**src/rtl/median_pkg.sv**
```systemverilog
// Shared limits and helpers for the 2-D median stream filter.
// Used by median_sorter and median2d_stream.
package median_pkg;

  localparam int TAPS_MIN = 3;
  localparam int TAPS_MAX = 9;
  localparam int HIST_MIN = 3;
  localparam int HIST_MAX = 9;

  function automatic int cnt_w(input int hist);
    return $clog2(hist + 1);
  endfunction

  function automatic int med_rank(input int n);
    return (n - 1) / 2;
  endfunction

endpackage

```
**src/rtl/median_sorter.sv**
```systemverilog
// Combinational odd-even transposition sort of N values.
// Emits the median, plus {max, min} above it when MINMAX is set.
module median_sorter
  import median_pkg::*;
#(
  parameter int N          = 7,
  parameter int DATA_WIDTH = 8,
  parameter int MINMAX     = 0
) (
  input  logic [N*DATA_WIDTH-1:0] data,
  output logic [(MINMAX != 0 ? 3 : 1)*DATA_WIDTH-1:0] res
);

  localparam int MED = med_rank(N);

  logic [DATA_WIDTH-1:0] s [N];

  always_comb begin : sort
    logic [DATA_WIDTH-1:0] t;
    t = '0;
    for (int i = 0; i < N; i++)
      s[i] = data[i*DATA_WIDTH +: DATA_WIDTH];
    for (int r = 0; r < N; r++) begin
      for (int i = r % 2; i < N - 1; i += 2) begin
        if (s[i] > s[i+1]) begin
          t      = s[i];
          s[i]   = s[i+1];
          s[i+1] = t;
        end
      end
    end
  end

  if (MINMAX != 0) begin : g_mm
    assign res = {s[N-1], s[0], s[MED]};
  end else begin : g_med
    assign res = s[MED];
  end

endmodule

```
**src/rtl/median2d_stream.sv**
```systemverilog
// Streaming 2-D median: column median, history shift, window median.
// Define MEDIAN2D_MINMAX_EN to add out_min/out_max of the window.
module median2d_stream
  import median_pkg::*;
#(
  parameter int DATA_WIDTH = 8,
  parameter int TAPS       = 7,
  parameter int HIST       = 7,
  parameter logic [DATA_WIDTH-1:0] FILL = '0
) (
  input  logic                       clk,
  input  logic                       rst,
  input  logic                       refresh,
  input  logic                       in_valid,
  output logic                       in_ready,
  input  logic [TAPS*DATA_WIDTH-1:0] in_data,
  output logic                       out_valid,
  input  logic                       out_ready,
  output logic [DATA_WIDTH-1:0]      out_data,
`ifdef MEDIAN2D_MINMAX_EN
  output logic [DATA_WIDTH-1:0]      out_min,
  output logic [DATA_WIDTH-1:0]      out_max,
`endif
  output logic                       out_warm
);

  localparam int CW = cnt_w(HIST);
  localparam int DW = DATA_WIDTH;

  if (TAPS < TAPS_MIN || TAPS > TAPS_MAX || TAPS % 2 == 0)
  begin : g_bad_taps
    $error("median2d_stream: TAPS out of range");
  end
  if (HIST < HIST_MIN || HIST > HIST_MAX || HIST % 2 == 0)
  begin : g_bad_hist
    $error("median2d_stream: HIST out of range");
  end

  logic                 en;
  logic                 accept;
  logic                 s1_valid;
  logic [DW-1:0]        s1_med;
  logic                 s2_valid;
  logic [HIST*DW-1:0]   hist;
  logic [CW-1:0]        fill_cnt;
  logic [DW-1:0]        col_med;
  logic [DW-1:0]        hist_med;

  assign en       = !out_valid || out_ready;
  assign in_ready = en && !refresh;
  assign accept   = in_valid && in_ready;

  median_sorter #(
    .N(TAPS), .DATA_WIDTH(DW), .MINMAX(0)
  ) u_col (
    .data(in_data),
    .res (col_med)
  );

`ifdef MEDIAN2D_MINMAX_EN
  logic [3*DW-1:0] hres;

  median_sorter #(
    .N(HIST), .DATA_WIDTH(DW), .MINMAX(1)
  ) u_hist (
    .data(hist),
    .res (hres)
  );

  assign hist_med = hres[DW-1:0];
`else
  median_sorter #(
    .N(HIST), .DATA_WIDTH(DW), .MINMAX(0)
  ) u_hist (
    .data(hist),
    .res (hist_med)
  );
`endif

  always_ff @(posedge clk) begin
    if (rst || refresh) begin
      s1_valid  <= 1'b0;
      s1_med    <= '0;
      s2_valid  <= 1'b0;
      hist      <= {HIST{FILL}};
      fill_cnt  <= '0;
      out_valid <= 1'b0;
      out_data  <= '0;
      out_warm  <= 1'b0;
`ifdef MEDIAN2D_MINMAX_EN
      out_min   <= '0;
      out_max   <= '0;
`endif
    end else if (en) begin
      s1_valid <= accept;
      if (accept)
        s1_med <= col_med;
      s2_valid <= s1_valid;
      if (s1_valid) begin
        hist <= {hist[(HIST-1)*DW-1:0], s1_med};
        if (fill_cnt != CW'(HIST))
          fill_cnt <= fill_cnt + 1'b1;
      end
      out_valid <= s2_valid;
      if (s2_valid) begin
        out_data <= hist_med;
        // fill_cnt already counts the insertion now sitting in hist
        out_warm <= (fill_cnt == CW'(HIST));
`ifdef MEDIAN2D_MINMAX_EN
        out_min  <= hres[2*DW-1:DW];
        out_max  <= hres[3*DW-1:2*DW];
`endif
      end
    end
  end

endmodule

```
**config.mk**
```make
export PLATFORM = sky130hd
export DESIGN_NAME = median2d_stream
export DESIGN_NICKNAME = d
export VERILOG_FILES = /design/src/rtl/median_pkg.sv /design/src/rtl/median_sorter.sv /design/src/rtl/median2d_stream.sv
export SDC_FILE = /design/constraint.sdc
export NUM_CORES = 1
export LEC_CHECK = 0
export CORE_UTILIZATION = 59
export CTS_CLUSTER_DIAMETER = 60
export DETAILED_ROUTE_END_ITERATION = 12
export PLACE_DENSITY = 0.78
export SETUP_SLACK_MARGIN = 0.2
export SLEW_MARGIN = 40
export SYNTH_ARGS = -nofsm -noshare
export SYNTH_HDL_FRONTEND = slang
export SYNTH_SLANG_ARGS = --single-unit
```
**constraint.sdc**
```tcl
create_clock -name clk -period 25.1 [get_ports clk]
set_clock_uncertainty 0.05 [all_clocks]
set_input_delay 6.275 -clock clk [delete_from_list [all_inputs] [get_ports clk]]
set_output_delay 6.275 -clock clk [all_outputs]
set_load 0.03 [all_outputs]
```
# ---- After elaboration in Yosys (flattened, before gate mapping)
# Index checks and enable logic that the tools add are counted.
dict set report word_totals {
  wordCells 93
  latchBits 0
  ff_bits 79
  n_memories 0
  out_inout_bits 11
  in_bits 61
  ram_bits 0
  mem_bits_ro 0
}
dict set report classes {
  n_mul 0
  shifts 0
  div_mod_pow 0
  eq_ne 2
  bitwise 0
  muxes 36
  add_sub_neg 1
  reduce_logical 10
  n_lt_le_gt_ge 36
}
# op n
set ops {}
lappend ops {{$mux 16} 30}
lappend ops {{$gt 8x8->1} 36}
lappend ops {{$mux 8} 6}
lappend ops {{$reduce_and 2->1} 3}
lappend ops {{$add 3x1->3 const B} 1}
lappend ops {{$eq 3x3->1 const B} 1}
lappend ops {{$ne 3x3->1 const B} 1}
lappend ops {{$reduce_and 3->1} 1}
lappend ops {{$logic_and 1x1->1} 2}
lappend ops {{$logic_not 1->1} 2}
lappend ops {{$logic_or 1x1->1} 2}

# ---- Depth between registers and ports, before layout
dict set report logic_depth {
  ltp_word 14
  ltp_mapped 82
  mapped_depth_nobuf 76
}

# ---- By module
# Synthesis repeated with hierarchy kept, for this count alone.
dict set report hier_totals {
  hier_cells 2358
  hier_area_um2 17055.1
}
# mod area_per_inst_um2 n_inst cells_each
set modules_own_cells {}
lappend modules_own_cells {{median_sorter at u_hist} 7046.8 1 1003}
lappend modules_own_cells {{median_sorter at u_col} 7008.0 1 1009}
lappend modules_own_cells {median2d_stream 3000.4 1 346}

# ---- Worst setup path before layout
# No wires, ideal clock.
dict set report synth_path {
  path_kind {input to register}
  from {in in_data[41]}
  to {reg s1_med[6]}
  path_slack_ns 5.209
  required_time_ns 24.927
  arrival_ns 19.717
  stages 74
  setup_time_ns 0.123
  n_path_buf 8
  path_cell_list {inv_1 -> ha_1 -> nor2b_1 -> o21a_1 -> o21a_1 -> o21ai_0 -> clkbuf_1 -> clkbuf_1 -> a21oi_1 -> ha_1 -> nand3_1 -> nor2_1 -> or3b_2 -> o21ai_0 -> a21oi_1 -> a21o_1 -> o31ai_1 -> clkbuf_1 -> (+38 left out) -> a21o_1 -> a21oi_1 -> o311a_1 -> nand2_1 -> o311a_1 -> buf_4 -> mux2_1 -> ha_1 -> nor2b_1 -> o21a_1 -> o21ai_0 -> nand2b_1 -> a21oi_1 -> o21ai_0 -> o21ai_0 -> nor3_1 -> a22oi_1 -> o21ai_1}
}
dict set report synth_via {
  elab_chain_len 14
}
# element line_no
set synth_lines {}
lappend synth_lines {{from (decl)} median2d_stream.sv:16} ;# input logic [TAPS*DATA_WIDTH-1:0] in_data,
lappend synth_lines {{$gt 8x8->1} median_sorter.sv:25} ;# if (s[i] > s[i+1]) begin
lappend synth_lines {{$mux 16 *} median_sorter.sv:25}
lappend synth_lines {{$gt 8x8->1} median_sorter.sv:25}
lappend synth_lines {{$mux 16} median_sorter.sv:25}
lappend synth_lines {{$gt 8x8->1} median_sorter.sv:25}
lappend synth_lines {{$mux 16} median_sorter.sv:25}
lappend synth_lines {{$gt 8x8->1} median_sorter.sv:25}
lappend synth_lines {{$mux 16} median_sorter.sv:25}
lappend synth_lines {{$gt 8x8->1} median_sorter.sv:25}
lappend synth_lines {{$mux 8 / $mux 16 (equally long branches)} median_sorter.sv:25}
lappend synth_lines {{$gt 8x8->1} median_sorter.sv:25}
lappend synth_lines {{$mux 8 / $mux 16 (equally long branches)} median_sorter.sv:25}
lappend synth_lines {{$gt 8x8->1} median_sorter.sv:25}
lappend synth_lines {{$mux 8 *} median_sorter.sv:25}
lappend synth_lines {{to (signal assigned)} median2d_stream.sv:97} ;# s1_med <= col_med;
lappend synth_lines {{to (decl)} median2d_stream.sv:42} ;# logic [DW-1:0] s1_med;
# Mark *: on every way between the ends. The rest lies on a longest branch, timed or not.
# A chain may end at the register's enable or synchronous reset.

# ---- Worst setup path in the final report
dict set report layout_path {
  from {in in_data[29]}
  to {reg s1_med[6]}
}
# Same word-level chain as after synthesis.

==> impl_summary.txt <==
----------------------------------------------------
[Floorplan]
  Die width ... ~170 um
  Area of the placeable core ... around 0.028 mm2
  Starting density of the core ... between 60% and 70%
  Total Die Area ... between 0.02 and 0.03 mm2
  Std-Cell Rows ... just over 60
  Vert. Die Dim ... around 170 um
  I/O pins ... 72

[Worst hold path]
  Hold Path Origin ... s1_med[0]$_SDFFE_PP0P_
  Hold Crit Class ... flop to flop
  Worst hold path stage count ... 2
  Terminating pin of the worst hold path ... hist[0]$_SDFFE_PP0P_

[Yosys]
  Number of flops mapped to enable cells by yosys ... 0
  Fraction of post-synthesis cell area in the top cell type by area ... a little under a fifth
  Number of synthesized register bits ... just under 80
  Area contributors post-synth ... sky130_fd_sc_hd__ha_1, sky130_fd_sc_hd__mux2i_1, sky130_fd_sc_hd__dfxtp_1, sky130_fd_sc_hd__a21oi_1, sky130_fd_sc_hd__nand2_1
  Number of distinct standard cells referenced by the synthesized netlist ... around 110
  Cell count after synthesis ... around 2400
  Sequential-to-total area share from yosys stat ... 9.41%
  Syn Area/Cell ... slightly above 7 um2
  Primary FF master, synth ... sky130_fd_sc_hd__dfxtp_1
  Synth async-reset ratio ... 0%
  Library cell with the largest summed area after synthesis ... sky130_fd_sc_hd__ha_1
  Net count after synthesis ... about 2700
  YS warnings ... 0
  Cell area after technology mapping ... between 0.015 and 0.02 mm2

[Routing]
  Average wire per cell in the routed design ... roughly 17 um
  Routed wire length ... around 48000 um
  DRC violation count after routing ... 0
  Number of vias per cell after detailed routing ... ~6.2
  Count of routing violations after the opening detailed-route iteration ... 1044
  Number of iterations in the first detailed-routing pass ... 7
  Total vias in the final route ... around 17000
  Post-DRT Antenna Nets ... 0

[Flow run]
  Count of maximum capacitance violations ... 0

[Setup path]
  Worst reg2reg endpoint ... out_data[0]$_SDFFE_PP0P_
  CP Data Arrival Time ... 21.98 ns
  Highest fanout seen on the critical path ... 19
  FF-to-FF setup slack ... 7.87 ns
  Number of cells on the worst reg-to-reg path ... 73
  Critical Path RT ... 25.33 ns
  Kind of end point of the critical path ... flop
  Largest stage delay on the critical path ... 0.76 ns
  Most used cell, CP ... sky130_fd_sc_hd__o21ai_0
  Critical path class ... input pin to flop
  Reg2reg start ... hist[25]$_SDFFE_PP0P_
  Crit path max-delay cell type ... sky130_fd_sc_hd__o31a_1
  Launching element type of the critical path ... input pin

[Final layout]
  Nets ... about 2700
  Proportion of layout cells with a drive suffix above 1 ... under 10%
  Antenna fix cells ... 0
  Area taken by multi-input logic gates ... 0.0141 mm2
  Sequential standard cell area ... approximately 0.0016 mm2
  Number of standard cells in the final layout excluding fillers ... ~2800
  Number of fill cells in the layout ... ~2600
  Post-Layout Inst Area ... around 0.018 mm2
  Area Growth Syn to Fin ... 7.85%

[Clocking]
  Total CTS buffers ... 9
  Clock insertion delay at the later pin of the skew report ... ~0.35 ns
  Post-CTS Setup Repair Bufs ... 0
  Number of resized instances in the post-cts repair step ... 0
  CTS Hold Buffers Added ... 0
  Number of buffers between clock root and the deepest sink ... 2
  Maximum level of the CTS H-tree ... 3
  # clock sinks ... between 70 and 80
  CTS clk-pin slew, worst paths ... 0.06 ns
  Clk Tree Root Cell ... sky130_fd_sc_hd__clkbuf_16
  Clock tree from TritonCTS ... built

[Placed design]
  Sum of net half-perimeters after detailed placement ... 39600 um
  Total placed cells including tap cells ... between 2000 and 3000
  Cell area after placement ... roughly 0.018 mm2
  Number of input and output port buffers inserted ... 71
  RePlAce Congestion ... ~0.95

[GRT]
  Wire length of the first global-routing pass ... 76700 um
  Number of antenna violations at the first check in global routing ... 0
  Number of global-route vias before repair ... ~16000
  Maximum number of pins on one net before global-route repair ... 68
  Overflow left after global routing ... 0
  Global router's overall resource usage ... 32.3%

[Timing]
  Final sum of negative setup slack ... 0 ns
  Number of pins with negative max-slew slack in the final report ... 0
  RSZ-0062 raised after global routing ... no
  Top achievable clock speed ... ~0.046 GHz
  Minimum clock period ... roughly 22 ns
  Final worst path period share ... slightly below 90%
  Least-Margin Pin Slew ... 0.838 ns
  Worst-case headroom to the max-slew limit ... 43.7%
  Number of setup violations in the final report ... 0
  Total count of hold-check failures in the final report ... 0

[Status]
  Result of the run ... finished clean

----------------------------------------------------
==> registers in the layout (all words and copies together), names as in the netlist <==
register   flops
hist          56
out_data       8
s1_med         8
fill_cnt       3
out_valid      1
out_warm       1
s1_valid       1
s2_valid       1
==> metal layers <==
metal,share of wire [%],global-route usage (%),wire length (um)
met5,0,0,0
met4,6.0,20.0,2850
met3,3.0,2.66,1410
met2,50,60.6,23800
met1,41,34.8,19500
==> through the flow <==
step / hold WS (ns) / util [%] / setup slack [ns]
finish: 0.405 / 64.9 / 3.35
detailed placement: 0.399 / 63.8 / 3.27
CTS: 0.405 / 64.9 / 3.61
floorplan: 0.379 / - / 5.21
global placement: 0.389 / 63.7 / 3.67
global route: 0.417 / 64.9 / 2.04
==> worst max-delay path by stage <==
| stage | startpoint | endpoint | slack, ns |
|---|---|---|---|
| after floorplan | in_data[41] | s1_med[6]$_SDFFE_PP0P_ | 5.21 |
| after global placement | in_data[17] | s1_med[6]$_SDFFE_PP0P_ | 3.67 |
| after detailed placement | in_data[29] | s1_med[6]$_SDFFE_PP0P_ | 3.27 |
| after CTS | in_data[29] | s1_med[6]$_SDFFE_PP0P_ | 3.61 |
| after global routing | in_data[29] | s1_med[6]$_SDFFE_PP0P_ | 2.04 |
| final | in_data[29] | s1_med[6]$_SDFFE_PP0P_ | 3.35 |
==> cell usage after synthesis, types with 18 or more instances <==
cell and number:
sky130_fd_sc_hd__xnor2_1 18, sky130_fd_sc_hd__nor2b_1 31, sky130_fd_sc_hd__mux2i_1 164, sky130_fd_sc_hd__and3_1 31, sky130_fd_sc_hd__nand2_1 257, sky130_fd_sc_hd__clkbuf_1 45, sky130_fd_sc_hd__a21oi_1 278, sky130_fd_sc_hd__o21a_1 24
sky130_fd_sc_hd__a21o_1 58, sky130_fd_sc_hd__inv_1 224, sky130_fd_sc_hd__dfxtp_1 79, sky130_fd_sc_hd__nand4_1 33, sky130_fd_sc_hd__nand2b_1 24, sky130_fd_sc_hd__or2_2 20, sky130_fd_sc_hd__o21ai_0 121, sky130_fd_sc_hd__ha_1 250
sky130_fd_sc_hd__nor2_1 217, sky130_fd_sc_hd__nand3_1 50, sky130_fd_sc_hd__o211ai_1 35, sky130_fd_sc_hd__mux2_2 52
==> cell type report <==
class,instances,share of cell area [%]
inverters,224,4.64
repair buffers,84,4.46
clock buffers,11,1.34
flip-flops and latches,79,8.72
well taps,378,2.61
clock inverters,4,0.304
multi-input cells,1981,77.9
==> cell families (layout without fill, tap and decap cells) <==
family | count (synthesis) | after routing | synth area share (%)
AOI/OAI and AO/OA | 741 | 741 | 29.2
xor gates and xnor gates | 20 | 20 | 1.04
buffers and inverters | 298 | 323 | 6.88
DFF | 79 | 79 | 9.41
muxes | 224 | 224 | 13.9
adders and majority gates | 258 | 258 | 19.1
and+or+nand+nor | 738 | 738 | 20.4
==> cell usage in the layout (no fill, tap or decap), types with 31 or more instances in the layout <==
master | netlist | final
sky130_fd_sc_hd__nand2_1 | 257 | 256
sky130_fd_sc_hd__inv_1 | 224 | 224
sky130_fd_sc_hd__nand4_1 | 33 | 33
sky130_fd_sc_hd__nor2b_1 | 31 | 31
sky130_fd_sc_hd__dfxtp_1 | 79 | 79
sky130_fd_sc_hd__a21o_1 | 58 | 58
sky130_fd_sc_hd__nand3_1 | 50 | 50
sky130_fd_sc_hd__a21oi_1 | 278 | 276
sky130_fd_sc_hd__nor2_1 | 217 | 215
sky130_fd_sc_hd__ha_1 | 250 | 250
sky130_fd_sc_hd__mux2_2 | 52 | 52
sky130_fd_sc_hd__mux2i_1 | 164 | 164
sky130_fd_sc_hd__o21ai_0 | 121 | 116
sky130_fd_sc_hd__o211ai_1 | 35 | 35
sky130_fd_sc_hd__and3_1 | 31 | 31
sky130_fd_sc_hd__clkdlybuf4s50_1 | 0 | 71
==> worst max-delay path: cells and delay by family <==
kind / cells / cell delay (ns)
buf+inv: 6 / 1.09
simple gates: 18 / 4.15
compound gates: 32 / 6.39
mux: 5 / 1.82
fa+ha+maj: 7 / 2.18
Power is not shown: default switching activity piles up to over one toggle a cycle in this logic, so the estimate is an artifact.
